--- config.mk ---
export PLATFORM = sky130hd
export DESIGN_NAME = ex_muldiv_seq
export DESIGN_NICKNAME = d
export VERILOG_FILES = /design/src/rtl/ex_muldiv_pkg.sv /design/src/rtl/ex_muldiv_dp.sv /design/src/rtl/ex_muldiv_seq.sv
export SDC_FILE = /design/constraint.sdc
export NUM_CORES = 1
export LEC_CHECK = 0
export CAP_MARGIN = 20
export CORE_AREA = 5 5 174 176
export DETAILED_ROUTE_END_ITERATION = 8
export DIE_AREA = 0 0 179 181
export HOLD_SLACK_MARGIN = 0.05
export PLACE_DENSITY = 0.85
export REMOVE_ABC_BUFFERS = 1
export SLEW_MARGIN = 5
export SYNTH_ARGS = -nofsm -noshare
export SYNTH_HDL_FRONTEND = slang
export SYNTH_SLANG_ARGS = --single-unit
--- constraint.sdc ---
create_clock -name i_clk -period 4.4 [get_ports i_clk]
set_input_delay 0.66 -clock i_clk [delete_from_list [all_inputs] [get_ports i_clk]]
set_output_delay 0.66 -clock i_clk [all_outputs]
set_load 0.02 [all_outputs]
--- src/rtl/ex_muldiv_pkg.sv ---
// Shared types and constants for the RV32M multi-cycle multiply/divide unit.
//   state_e       : sequencer FSM states
//   F3*           : funct3 encodings of the RV32M ops
//   Funct7Muldiv  : funct7 value that selects the M extension in the decoder
package ex_muldiv_pkg;

  typedef enum logic [2:0] {
    StIdle,
    StPrep,
    StCalc,
    StFix,
    StDone
  } state_e;

  localparam logic [2:0] F3Mul    = 3'b000;
  localparam logic [2:0] F3Mulh   = 3'b001;
  localparam logic [2:0] F3Mulhsu = 3'b010;
  localparam logic [2:0] F3Mulhu  = 3'b011;
  localparam logic [2:0] F3Div    = 3'b100;
  localparam logic [2:0] F3Divu   = 3'b101;
  localparam logic [2:0] F3Rem    = 3'b110;
  localparam logic [2:0] F3Remu   = 3'b111;

  localparam logic [6:0] Funct7Muldiv = 7'b000_0001;

endpackage

--- src/rtl/ex_muldiv_dp.sv ---
// Datapath for the multiply/divide sequencer.
//   clk_i, rst_i : clock, synchronous active-high reset
//   capture_i    : latch raw operands a_i/b_i
//   load_i       : record signs, load magnitudes, clear accumulator; loads the
//                  special-case result when special_o is set
//   step_i       : one shift-add (multiply) or restoring-divide iteration
//   fix_i        : apply signs and load result_o
//   mode_i       : latched funct3
//   special_o    : divide-by-zero or signed-overflow case (valid after capture)
//   result_o     : result register
module ex_muldiv_dp
  import ex_muldiv_pkg::*;
(
  input  logic        clk_i,
  input  logic        rst_i,
  input  logic        capture_i,
  input  logic        load_i,
  input  logic        step_i,
  input  logic        fix_i,
  input  logic [2:0]  mode_i,
  input  logic [31:0] a_i,
  input  logic [31:0] b_i,
  output logic        special_o,
  output logic [31:0] result_o
);

  logic [31:0] a_q, b_q, mag_a_q, mag_b_q, result_q;
  logic [63:0] acc_q;
  logic        sign_a_q, sign_b_q;

  logic        is_div, a_signed, b_signed, neg_a, neg_b, keep;
  logic [31:0] special_val, quo, rem, fixed;
  logic [32:0] add_x, add_y, sum;
  logic [63:0] prod;

  always_comb begin
    is_div   = mode_i[2];
    a_signed = (mode_i == F3Mulh) || (mode_i == F3Mulhsu) || (mode_i == F3Div) ||
               (mode_i == F3Rem);
    b_signed = (mode_i == F3Mulh) || (mode_i == F3Div) || (mode_i == F3Rem);
    neg_a    = a_signed & a_q[31];
    neg_b    = b_signed & b_q[31];

    special_o = is_div & ((b_q == 32'h0) ||
                (~mode_i[0] & (a_q == 32'h8000_0000) & (b_q == 32'hFFFF_FFFF)));
    if (b_q == 32'h0) special_val = mode_i[1] ? a_q : 32'hFFFF_FFFF;
    else              special_val = mode_i[1] ? 32'h0 : 32'h8000_0000;

    // Shared 33-bit adder: multiply adds the multiplicand into the high half,
    // divide subtracts the divisor from the shifted remainder (x + ~y + 1).
    if (is_div) begin
      add_x = {acc_q[63:32], mag_a_q[31]};
      add_y = ~{1'b0, mag_b_q};
    end else begin
      add_x = {1'b0, acc_q[63:32]};
      add_y = mag_b_q[0] ? {1'b0, mag_a_q} : 33'h0;
    end
    sum  = add_x + add_y + 33'(is_div);
    keep = ~sum[32];

    prod  = (sign_a_q ^ sign_b_q) ? -acc_q : acc_q;
    quo   = (sign_a_q ^ sign_b_q) ? -acc_q[31:0] : acc_q[31:0];
    rem   = sign_a_q ? -acc_q[63:32] : acc_q[63:32];
    if (is_div)              fixed = mode_i[1] ? rem : quo;
    else if (mode_i == F3Mul) fixed = prod[31:0];
    else                     fixed = prod[63:32];
  end

  always_ff @(posedge clk_i) begin
    if (rst_i) begin
      a_q      <= '0;
      b_q      <= '0;
      mag_a_q  <= '0;
      mag_b_q  <= '0;
      acc_q    <= '0;
      sign_a_q <= 1'b0;
      sign_b_q <= 1'b0;
      result_q <= '0;
    end else begin
      if (capture_i) begin
        a_q <= a_i;
        b_q <= b_i;
      end
      if (load_i) begin
        sign_a_q <= neg_a;
        sign_b_q <= neg_b;
        mag_a_q  <= neg_a ? -a_q : a_q;
        mag_b_q  <= neg_b ? -b_q : b_q;
        acc_q    <= '0;
        if (special_o) result_q <= special_val;
      end
      if (step_i) begin
        if (is_div) begin
          // acc high = remainder, acc low = quotient; dividend bits come from mag_a
          acc_q   <= {keep ? sum[31:0] : add_x[31:0], acc_q[30:0], keep};
          mag_a_q <= {mag_a_q[30:0], 1'b0};
        end else begin
          acc_q   <= {sum, acc_q[31:1]};
          mag_b_q <= {1'b0, mag_b_q[31:1]};
        end
      end
      if (fix_i) result_q <= fixed;
    end
  end

  assign result_o = result_q;

endmodule

--- src/rtl/ex_muldiv_seq.sv ---
// RV32M multi-cycle multiply/divide sequencer (EX stage).
//   i_clk, i_rst : clock, synchronous active-high reset
//   i_start      : request, sampled only in IDLE
//   i_funct3     : RV32M op
//   i_A, i_B     : rs1/rs2 operands, sampled with i_start
//   i_flush      : kill in-flight op, priority over i_start
//   o_busy       : high in PREP, CALC, FIX
//   o_stall      : pipeline hold
//   o_done       : one-cycle result-valid pulse
//   o_result     : result, held until the next completed op
module ex_muldiv_seq
  import ex_muldiv_pkg::*;
(
  input  logic        i_clk,
  input  logic        i_rst,
  input  logic        i_start,
  input  logic [2:0]  i_funct3,
  input  logic [31:0] i_A,
  input  logic [31:0] i_B,
  input  logic        i_flush,
  output logic        o_busy,
  output logic        o_stall,
  output logic        o_done,
  output logic [31:0] o_result
);

  state_e      state_q, state_d;
  logic [4:0]  cnt_q, cnt_d;
  logic [2:0]  f3_q, f3_d;
  logic        capture, load, step, fix, special;

  always_ff @(posedge i_clk) begin
    if (i_rst) begin
      state_q <= StIdle;
      cnt_q   <= '0;
      f3_q    <= '0;
    end else begin
      state_q <= state_d;
      cnt_q   <= cnt_d;
      f3_q    <= f3_d;
    end
  end

  always_comb begin
    state_d = state_q;
    cnt_d   = cnt_q;
    f3_d    = f3_q;
    capture = 1'b0;
    load    = 1'b0;
    step    = 1'b0;
    fix     = 1'b0;
    // Datapath controls stay low on flush so o_result keeps its prior value.
    if (i_flush) begin
      state_d = StIdle;
    end else begin
      unique case (state_q)
        StIdle: begin
          if (i_start) begin
            capture = 1'b1;
            f3_d    = i_funct3;
            state_d = StPrep;
          end
        end
        StPrep: begin
          load    = 1'b1;
          cnt_d   = '0;
          state_d = special ? StDone : StCalc;
        end
        StCalc: begin
          step  = 1'b1;
          cnt_d = cnt_q + 5'd1;
          if (cnt_q == 5'd31) state_d = StFix;
        end
        StFix: begin
          fix     = 1'b1;
          state_d = StDone;
        end
        StDone:  state_d = StIdle;
        default: state_d = StIdle;
      endcase
    end
  end

  always_comb begin
    o_busy  = (state_q == StPrep) || (state_q == StCalc) || (state_q == StFix);
    o_stall = o_busy | ((state_q == StIdle) & i_start & ~i_flush);
    o_done  = (state_q == StDone);
  end

  ex_muldiv_dp u_dp (
    .clk_i     (i_clk),
    .rst_i     (i_rst),
    .capture_i (capture),
    .load_i    (load),
    .step_i    (step),
    .fix_i     (fix),
    .mode_i    (f3_q),
    .a_i       (i_A),
    .b_i       (i_B),
    .special_o (special),
    .result_o  (o_result)
  );

endmodule

==> results.cfg <==
[floorplanning]
start_util_pct = 60.2
ios = 106
dieArea_mm2 = 0.0324
die-height_um = 181
rows = 62
die_width_um = 179
coreArea_mm2 = 0.0285

[sta]
clock_skew_ps = 13.6
finalHoldViolCount = 0
post-route-min-period_ps = 4030
fmax_mhz = 248
tightest_slew_ps = 1140
max_slew_margin_pct = 24.0
setup_viol = 0
period_share_pct = 91.5
final.setup.worst_slack_ps = 375
rsz0062_at_grt = false
maxSlewViolCount = 0

[clock_network]
cts_buffers = 27
cts_buffer_depth = 3
clk_pin_slew_ps = 60
clk_latency_ps = 560
cts-root-buf = clkbuf_16
cts.sinks = 237
postCtsHoldBufs = 0
cts_resized = 0
htree_levels = 1
cts_setup_buffers = 0
cts_tree = yes

[synthesis]
synth_cell_types = 96
synthCells = 2322
synth-seq-area-share_pct = 27.7
ys_ff_latch = 237
synth_edf_count = 0
synth-async-reset-ratio_pct = 0
ys.flop_type = dfxtp_1
syn_avg_cell_area_um2 = 7.38
yosys_warnings = 0
syn_area_mm2 = 0.0171

[worst_setup_path]
crit_arrival_ps = 4470
ff2ff_path_depth = 12
worst_setup_path_end_kind = flip-flop
cp_top_family = compound AO/OA/AOI/OAI gates
path_cells = buf_12 > mux2_2 > ha_1 > a21o_1 > a221o_1 > a21oi_1 > nand2_1 > a211oi_4 > buf_4 > nor4_1 > a41o_1 > o311a_1
worst_setup_path_start_kind = flip-flop
crit_required_ps = 4850
timing_worst_setup_path_type = reg -> reg
crit_path_start = f3_q[2]$_SDFFE_PP0P_
critical_path.max_fanout = 75
r2r-start = f3_q[2]$_SDFFE_PP0P_
path_buf_inv = 2
r2r_slack_ps = 370
max_stage_delay_ps = 410
cpMaxStageDelayCell = mux2_2
rr_endpoint = u_dp.acc_q[33]$_SDFFE_PP0P_

[status]
outcome = finished clean

[worst_hold_path]
min_to = u_dp.result_o[2]$_SDFFE_PP0P_
hold_path_class = reg -> reg
hold_start = u_dp.result_o[2]$_SDFFE_PP0P_
holdPathStages = 1

[route]
num_vias = 17855
wire_per_inst_um = 21.5
viasPerCell = 6.59
ant_nets = 0
drcViolationCount = 0
firstDrtPassIters = 8
routed_wl_um = 58300
drtIter0Drc = 2280

[grt]
grt_pass1_vias = 16535
antenna_found_initial = 0
grt_usage_pct = 34.4
overflow = 0
grt_max_degree = 143
grt_pass1_wl_um = 90400

[job]
cap_violations = 0

[placement]
dp_slack_ps = 457
place.gp.congestion = 1.07
port_buffers = 105
dp_hpwl_um = 42000
dpl.cell_count = 2658

[layout]
antenna_cells = 0
area.growth.synth_to_final_pct = 11.4
mostFrequentLayoutCells = 289 x nand2_1, 278 x nor2_1, 278 x a21oi_1
fin_nets = 2415
mostFrequentLayoutCell = nand2_1
drive_above_1_share_pct = 7.87
fin_cells = 2708

[power]
p_per_area_mw_per_mm2 = 277
p_leak_nw = 7.06
ir_drop_mv = 0.285
[stage by stage]
stage	total power [mW]	area, um^2	hold WS (ps)	setup TNS (ps)	utilization [%]
floorplan	2.69	16100	430	-419320	-
global placement	2.96	18200	445	0	63.8
detailed placement	2.98	18200	440	0	63.8
CTS	5.28	19100	453	0	67.0
global route	5.42	19100	469	0	67.0
finish	5.29	19100	450	0	67.0
[routing by layer]
layer	wire (um)	track usage, %	up-vias
met4	3170	14.8	0
met5	0	0	-
met2	26300	55.2	1005
met1	23100	46.0	8388
li1	-	-	8241
met3	5680	4.85	221
[worst max path at each step]
stage                                   to  slack (ps)  cells past startpoint
6_report       u_dp.acc_q[33]$_SDFFE_PP0P_         370                     12
5_1_grt        u_dp.acc_q[33]$_SDFFE_PP0P_         220                     12
4_1_cts        u_dp.acc_q[33]$_SDFFE_PP0P_         420                     12
3_5_place_dp   u_dp.acc_q[33]$_SDFFE_PP0P_         460                     12
3_3_place_gp   u_dp.acc_q[33]$_SDFFE_PP0P_         550                     12
2_1_floorplan  u_dp.acc_q[61]$_SDFFE_PP0P_       -4730                     11
[cell families (layout without fill, tap and decap cells)]
group / after synthesis / count (layout) / synth area share, %
and+or+nand+nor: 819 / 819 / 22.1
muxes: 90 / 90 / 5.46
adders and majority gates: 41 / 41 / 3.08
buffers and inverters: 243 / 245 / 6.78
xor gates and xnor gates: 179 / 179 / 9.15
DFF: 237 / 237 / 27.7
AOI/OAI and AO/OA: 713 / 713 / 25.8
[synth_stat cells (all sizes together) (9+ instances only)]
cell	count	area, um^2
inv	38	143
or2	15	96.4
a21oi	280	1410
o221ai	16	146
xnor2	92	806
a211oi	62	478
o21ai	145	729
o31ai	29	218
nor2	285	1080
buf	36	215
o211ai	10	75.1
a21o	18	135
and2	10	62.6
dfxtp	237	4740
o2bb2ai	16	140
nand2b	16	100
a31oi	17	106
mux2	28	315
ha	39	488
and3	12	76.3
or4	19	159
clkbuf	166	786
or3	18	119
a221oi	10	87.6
nand3	42	210
nor4	23	165
nand4	18	113
a22oi	27	203
o41ai	9	86.3
xor2	87	762
mux2i	62	621
nor3	46	293
nand2	289	1080
o22ai	24	150
[power breakdown]
part,total [mW],leakage [nW],internal (mW),switching (mW)
Clock,2.33,0.451,1.37,0.962
Sequential,2.27,1.92,2.20,0.0727
Combinational,0.687,4.69,0.257,0.430
[flip-flops by register name, indices dropped and copies added, names as in the netlist]
signal and flops:
u_dp.result_o 32, u_dp.sign_a_q 1, f3_q 3, cnt_q 5
u_dp.a_q 32, u_dp.sign_b_q 1, u_dp.mag_a_q 32, state_q 3
u_dp.mag_b_q 32, u_dp.b_q 32, u_dp.acc_q 64
[area by class of cell]
cell class | instances | area (um^2)
flip-flops and latches | 237 | 4750
clock buffers | 39 | 791
clock inverters | 11 | 125
fillers | 2399 | 9380
inverters | 40 | 150
repair buffers | 155 | 1490
multi-input cells | 1842 | 11300
well taps | 384 | 480
Note: power is estimated with default switching activity, not from simulation.
